`src/rtl/adder_pkg.sv`:
```
// Shared definitions for the adder_accumulator slice.
//   state_t          : packet FSM encoding (IDLE, ACC, DONE)
//   DEF_WIDTH        : default operand width
//   MAX_INT/MIN_INT  : signed clamp limits at DEF_WIDTH
//   max_int/min_int  : clamp limits for any width up to 64
package adder_pkg;

    typedef enum logic [1:0] {
        IDLE = 2'd0,
        ACC  = 2'd1,
        DONE = 2'd2
    } state_t;

    localparam int unsigned DEF_WIDTH = 32;

    localparam logic [DEF_WIDTH-1:0] MAX_INT = {1'b0, {(DEF_WIDTH-1){1'b1}}};
    localparam logic [DEF_WIDTH-1:0] MIN_INT = {1'b1, {(DEF_WIDTH-1){1'b0}}};

    // Clamp limits for an arbitrary width. Only the low w bits of the
    // result are meaningful; the caller truncates to its own width.
    function automatic logic [63:0] max_int(input int unsigned w);
        max_int = (64'd1 << (w - 1)) - 64'd1;
    endfunction

    function automatic logic [63:0] min_int(input int unsigned w);
        min_int = 64'd1 << (w - 1);
    endfunction

endpackage

```
`src/rtl/bypassAdder.sv`:
```
// Carry-bypass (carry-skip) adder.
//   A, B     : operands
//   Cin      : carry in
//   S        : sum, modulo 2^WIDTH
//   Cout     : carry out of the MSB
//   overFlow : signed overflow (A and B have the same sign, S does not)
// Carries ripple inside blocks of BLK bits. When every bit of a block
// propagates, the block's carry-in is forwarded straight to its carry-out.
// The whole chain is evaluated in one combinational process with local
// variables, so no net feeds back into itself.
module bypassAdder #(
    parameter int WIDTH = 32,
    parameter int BLK   = 4
) (
    input  logic [WIDTH-1:0] A,
    input  logic [WIDTH-1:0] B,
    input  logic             Cin,
    output logic [WIDTH-1:0] S,
    output logic             Cout,
    output logic             overFlow
);

    always_comb begin
        logic c;
        logic c_blk;
        logic p;
        logic all_p;
        S     = '0;
        c     = Cin;
        c_blk = Cin;
        all_p = 1'b1;
        for (int i = 0; i < WIDTH; i++) begin
            if (i % BLK == 0) begin
                c_blk = c;
                all_p = 1'b1;
            end
            p     = A[i] ^ B[i];
            S[i]  = p ^ c;
            c     = (A[i] & B[i]) | (p & c);
            all_p = all_p & p;
            // Last bit of a block: take the skip path if the block propagates.
            if ((i % BLK == BLK - 1) || (i == WIDTH - 1))
                c = all_p ? c_blk : c;
        end
        Cout     = c;
        overFlow = (A[WIDTH-1] == B[WIDTH-1]) && (S[WIDTH-1] != A[WIDTH-1]);
    end

endmodule

```
`src/rtl/adder_accumulator.sv`:
```
// Streaming signed accumulator.
// Each beat accepted on the input channel is added into a running sum
// through one bypassAdder. The packet total, a sticky signed-overflow
// flag, the carry-out of the final add and a saturating beat count are
// presented on the output channel once the beat marked inLast is accepted.
//   clk, rst                          : clock, asynchronous active-high reset
//   inValid/inReady/inData/inLast     : operand stream
//   outValid/outReady                 : result handshake
//   outSum/outOverflow/outCarry/outCount : packet result
// Build option: define ACC_SATURATE_EN to clamp the running sum to the
// signed limits when an add overflows. Without it the sum wraps.
module adder_accumulator
    import adder_pkg::*;
#(
    parameter int WIDTH   = 32,
    parameter int COUNT_W = 8
) (
    input  logic               clk,
    input  logic               rst,
    input  logic               inValid,
    output logic               inReady,
    input  logic [WIDTH-1:0]   inData,
    input  logic               inLast,
    output logic               outValid,
    input  logic               outReady,
    output logic [WIDTH-1:0]   outSum,
    output logic               outOverflow,
    output logic               outCarry,
    output logic [COUNT_W-1:0] outCount
);

    state_t               state, nxt;
    logic [WIDTH-1:0]     acc, sum, acc_nxt;
    logic                 ovf, carry, cout, add_ovf;
    logic [COUNT_W-1:0]   count;
    logic                 beat, drain;

    assign inReady = (state != DONE);
    assign outValid = (state == DONE);
    assign beat    = inValid & inReady;
    assign drain   = outValid & outReady;

    bypassAdder #(.WIDTH(WIDTH)) u_add (
        .A        (acc),
        .B        (inData),
        .Cin      (1'b0),
        .S        (sum),
        .Cout     (cout),
        .overFlow (add_ovf)
    );

`ifdef ACC_SATURATE_EN
    localparam logic [WIDTH-1:0] SAT_MAX = WIDTH'(max_int(WIDTH));
    localparam logic [WIDTH-1:0] SAT_MIN = WIDTH'(min_int(WIDTH));

    // An overflowing add always has operands of equal sign, so the sign
    // of inData picks the limit the true sum ran past.
    assign acc_nxt = add_ovf ? (inData[WIDTH-1] ? SAT_MIN : SAT_MAX) : sum;
`else
    assign acc_nxt = sum;
`endif

    always_ff @(posedge clk or posedge rst) begin
        if (rst) state <= IDLE;
        else     state <= nxt;
    end

    always_comb begin
        nxt = state;
        case (state)
            IDLE, ACC: if (beat) nxt = inLast ? DONE : ACC;
            DONE:      if (drain) nxt = IDLE;
            default:   nxt = IDLE;
        endcase
    end

    always_ff @(posedge clk or posedge rst) begin
        if (rst) begin
            acc   <= '0;
            ovf   <= 1'b0;
            carry <= 1'b0;
            count <= '0;
        end else if (beat) begin
            acc   <= acc_nxt;
            ovf   <= ovf | add_ovf;
            carry <= cout;
            if (count != '1) count <= count + 1'b1;
        end else if (drain) begin
            acc   <= '0;
            ovf   <= 1'b0;
            carry <= 1'b0;
            count <= '0;
        end
    end

    assign outSum      = acc;
    assign outOverflow = ovf;
    assign outCarry    = carry;
    assign outCount    = count;

endmodule

```
`config.mk`:
```
export PLATFORM = sky130hd
export DESIGN_NAME = adder_accumulator
export DESIGN_NICKNAME = d
export VERILOG_FILES = /design/src/rtl/adder_pkg.sv /design/src/rtl/bypassAdder.sv /design/src/rtl/adder_accumulator.sv
export SDC_FILE = /design/constraint.sdc
export NUM_CORES = 1
export LEC_CHECK = 0
export CAP_MARGIN = 0
export CORE_ASPECT_RATIO = 0.7
export CORE_MARGIN = 4
export CORE_UTILIZATION = 35
export CTS_BUF_LIST = sky130_fd_sc_hd__clkbuf_4 sky130_fd_sc_hd__clkbuf_8
export DETAILED_ROUTE_END_ITERATION = 7
export GPL_TIMING_DRIVEN = 1
export PLACE_DENSITY_LB_ADDON = 0.2
export SYNTH_ARGS = -nofsm -noshare
export SYNTH_HDL_FRONTEND = slang
export SYNTH_SLANG_ARGS = --single-unit
```
`constraint.sdc`:
```
create_clock -name clk -period 14.4 [get_ports clk]
set_input_delay 2.88 -clock clk [delete_from_list [all_inputs] [get_ports clk]]
set_output_delay 2.88 -clock clk [all_outputs]
set_load 0.02 [all_outputs]
```
==> impl_results.md <==
* Crit path launch type: primary input
* Sink Count at 44
* Die Height at 87.8 µm
* WP data required at 14.59 ns
* Die width at 122 µm
* Clock latency on the worst-skew pair at 0.31 ns
* Post-Syn Instances at 319
* Worst path bufs/invs at 3
* Fin nets at 516
* Most frequent cells in the layout: clkdlybuf4s50_1 (77), inv_1 (67), dfrtp_1 (44), nand2_1 (42), ha_1 (32)
* Drt total wl at 7400 µm
* Routed Antenna Nets at 0
* Clock Skews at 0.0100 ns
* Crit Path Max Fanout at 2
* Worst path slowest cell: fa_2
* Arrival time at the worst endpoint at 16.15 ns
* Violated checks: setup timing
* Core Box Area at 0.00865 mm²
* Post-CTS Hold Buffers at 0
* Final slew viol count at 0
* IO Port Bufs at 80
* Most used cell, CP: fa_2
* Seq/Total Area, Yosys at 0.346
* Crit-path leading delay family: adder cells
* Post-synth EDFFs at 0
* Worst setup EP type: register
* Outcome: finished, violations left
* Synth top area cells: dfrtp_1 (35%), fa_1 (20%), ha_1 (13%)
* RSZ-0062 raised after global routing: yes
* Starting Density at 0.368
* CTS root buffer: clkbuf_8
* CTS tree: done
* FMAX at 62.7 MHz
* Critical setup path kind: primary input to register
* Die area at 0.0107 mm²
* WHS Path Cells at 1
* Main synth FF type: dfrtp_1
* Synth Warn # at 0
* Aggregate global-route resource usage at 0.145
* Reg clk slew, reported paths at 0.09 ns
* Final worst slack at -1.56 ns
* Average size of a mapped cell at 9.97 µm²
* Share of the synthesized area in the top cell type at 0.346
* Worst slew margin at 0.354
* Hold path endpoint: state[0]$_DFFE_PP0P_
* Stages on worst setup path at 49
* Iter 0 DRT Violations at 107
* RR Endpoint: outOverflow$_DFFE_PP0P_
* Fin crit period at 15.96 ns
* Max_cap viols at 0
* Reg-to-Reg Start: outSum[0]$_DFFE_PP0P_
* Synthesis-to-finish area growth at 39.4%
* Initial antenna violation count at 0
* Async S/R FF share, synth at 1.00
* Most common cell after layout, fill and taps aside: clkdlybuf4s50_1
* Period utilisation layout at 1.11
* Cell Area, Synth at 0.00318 mm²
* # rows at 28
* Setup TNS at -5.92 ns
* Grt total ovfl at 0
* Final hold viol count at 0
* HPWL Detailed at 5500 µm
* Gpl congestion at 0.776
* Synth Register Bits at 44
* First-pass GRT wire length at 12,200 µm
* Wirelength per Cell at 13.8 µm
* Max VDD drop at 0.0000833 V
* Routed vias/inst at 4.48
* Area occupied by multi-input gates at 0.00189 mm²
* Longest Clk Path Bufs at 2
* HP Start: state[1]$_DFFE_PP0P_
* Io pins at 81
* Largest net degree at the start of global routing at 45
* Antenna Cells at 0
* Fillers at 818
* Leak at 2.03 nW
* Reg2reg path depth at 48
* Slew @ Worst Pin at 0.968 ns
* Number of distinct library cells after synthesis at 38
* TritonRoute pass-1 iters at 4
* CTS Buf Count at 5
* Pwr/cell area at 184 mW/mm²
* Yosys top cell by area: dfrtp_1
* Post-Syn Nets at 420
* Setup Viol. Count Final at 6
* Min-Delay Path Class: register to register
* Routed via count at 2,402
* H-tree levels at 2
* Final hold slack at 0.467 ns
* Vias in the first global route at 2,552
* Reg area at 0.00110 mm²
* DRC errors left at 0
* Share of layout cells above drive strength 1 at 0.180
* Worst R2R Setup Slack at 0.65 ns
* Slowest cell delay on critical path at 0.55 ns
-- worst reg2reg max path, delay by kind of cell (launching register included) --
family                   cells  cell delay, ns
AO/OA/AOI/OAI                5            0.86
XOR/XNOR                     1            0.14
adder cells (fa/ha/maj)     32           11.12
buffers and inverters        2            0.11
flip-flops                   1            0.42
multiplexers                 2            0.56
AND/OR/NAND/NOR              6            0.48
-- through the flow --
| step | power, W | utilization | cell area (µm²) | cells | setup WS, ns |
|---|---|---|---|---|---|
| finish | 0.000817 | 0.512 | 4430 | 536 | -1.56 |
| detailed placement | 0.000711 | 0.494 | 4270 | 521 | -2.36 |
| CTS | 0.000821 | 0.510 | 4410 | 534 | -1.57 |
| global placement | 0.000703 | 0.494 | 4270 | 521 | -2.14 |
| global route | 0.000895 | 0.512 | 4430 | 536 | -1.92 |
| floorplan | 0.000512 | - | 3290 | 319 | -1.49 |
-- sequential cells by signal, summed over array words and instances, names as in the netlist --
name         cells
outCarry         1
outCount         8
outOverflow      1
outSum          32
state            2
-- power by group --
| part | total [W] | leakage, nW | switching [W] | internal (W) |
|---|---|---|---|---|
| clock network | 0.0000872 | 0.0434 | 0.0000482 | 0.0000390 |
| registers | 0.000233 | 0.550 | 0.0000575 | 0.000175 |
| logic | 0.000497 | 1.43 | 0.000249 | 0.000248 |
-- per-layer routing --
metal	vias to the layer above	part of all wire	global-route usage
met5	-	0	0
met1	1161	0.48	0.194
met4	0	0.0091	0.0397
met3	7	0.045	0.0310
met2	51	0.47	0.240
li1	1183	-	-
-- what timing repair did --
| item | 4_1_cts | 5_1_grt |
|---|---|---|
| gates resized for setup | 14 | 2 |
| hold endpoints to repair | 0 | 0 |
| setup endpoints to repair | 7 | 6 |
| pin swaps | 2 | 1 |
| buffers inserted | 5 | 2 |
-- how the worst max path moves through the flow --
stage | startpoint | slack [ns] | endpoint
6_report | inData[0] | -1.56 | outOverflow$_DFFE_PP0P_
3_5_place_dp | inData[0] | -2.36 | outOverflow$_DFFE_PP0P_
3_3_place_gp | inData[0] | -2.14 | outOverflow$_DFFE_PP0P_
2_1_floorplan | inData[0] | -1.49 | outOverflow$_DFFE_PP0P_
4_1_cts | inData[0] | -1.57 | outOverflow$_DFFE_PP0P_
5_1_grt | inData[0] | -1.92 | outOverflow$_DFFE_PP0P_
-- final cells by class --
type	instances	share of cell area
inverters	71	0.0601
well taps	120	0.0339
multi-input cells	196	0.427
flip-flops and latches	44	0.248
repair buffers	97	0.208
clock buffers	6	0.0186
clock inverters	2	0.00339
-- cells by family (layout without fill, tap and decap cells) --
logic type	count (synthesis)	count (layout)	share of synthesized area
AO/OA/AOI/OAI	52	52	0.104
XOR/XNOR	4	4	0.0110
flip-flops	44	44	0.346
AND/OR/NAND/NOR	72	72	0.102
multiplexers	4	4	0.0146
buffers and inverters	79	176	0.0972
adder cells (fa/ha/maj)	64	64	0.325
-- synth_stat cells, drive strengths merged, types with 2 or more instances --
| cell | n |
|---|---|
| inv | 71 |
| dfrtp | 44 |
| nand2 | 44 |
| o21ai | 35 |
| ha | 33 |
| fa | 31 |
| nand4 | 8 |
| nor2 | 8 |
| a21oi | 4 |
| buf | 4 |
| clkbuf | 4 |
| a211o | 3 |
| a41oi | 2 |
| and4 | 2 |
| mux2 | 2 |
| mux2i | 2 |
| nand2b | 2 |
| nand3 | 2 |
| nor3b | 2 |
| xnor2 | 2 |
| xor2 | 2 |
(Power assumes the default switching activity.)
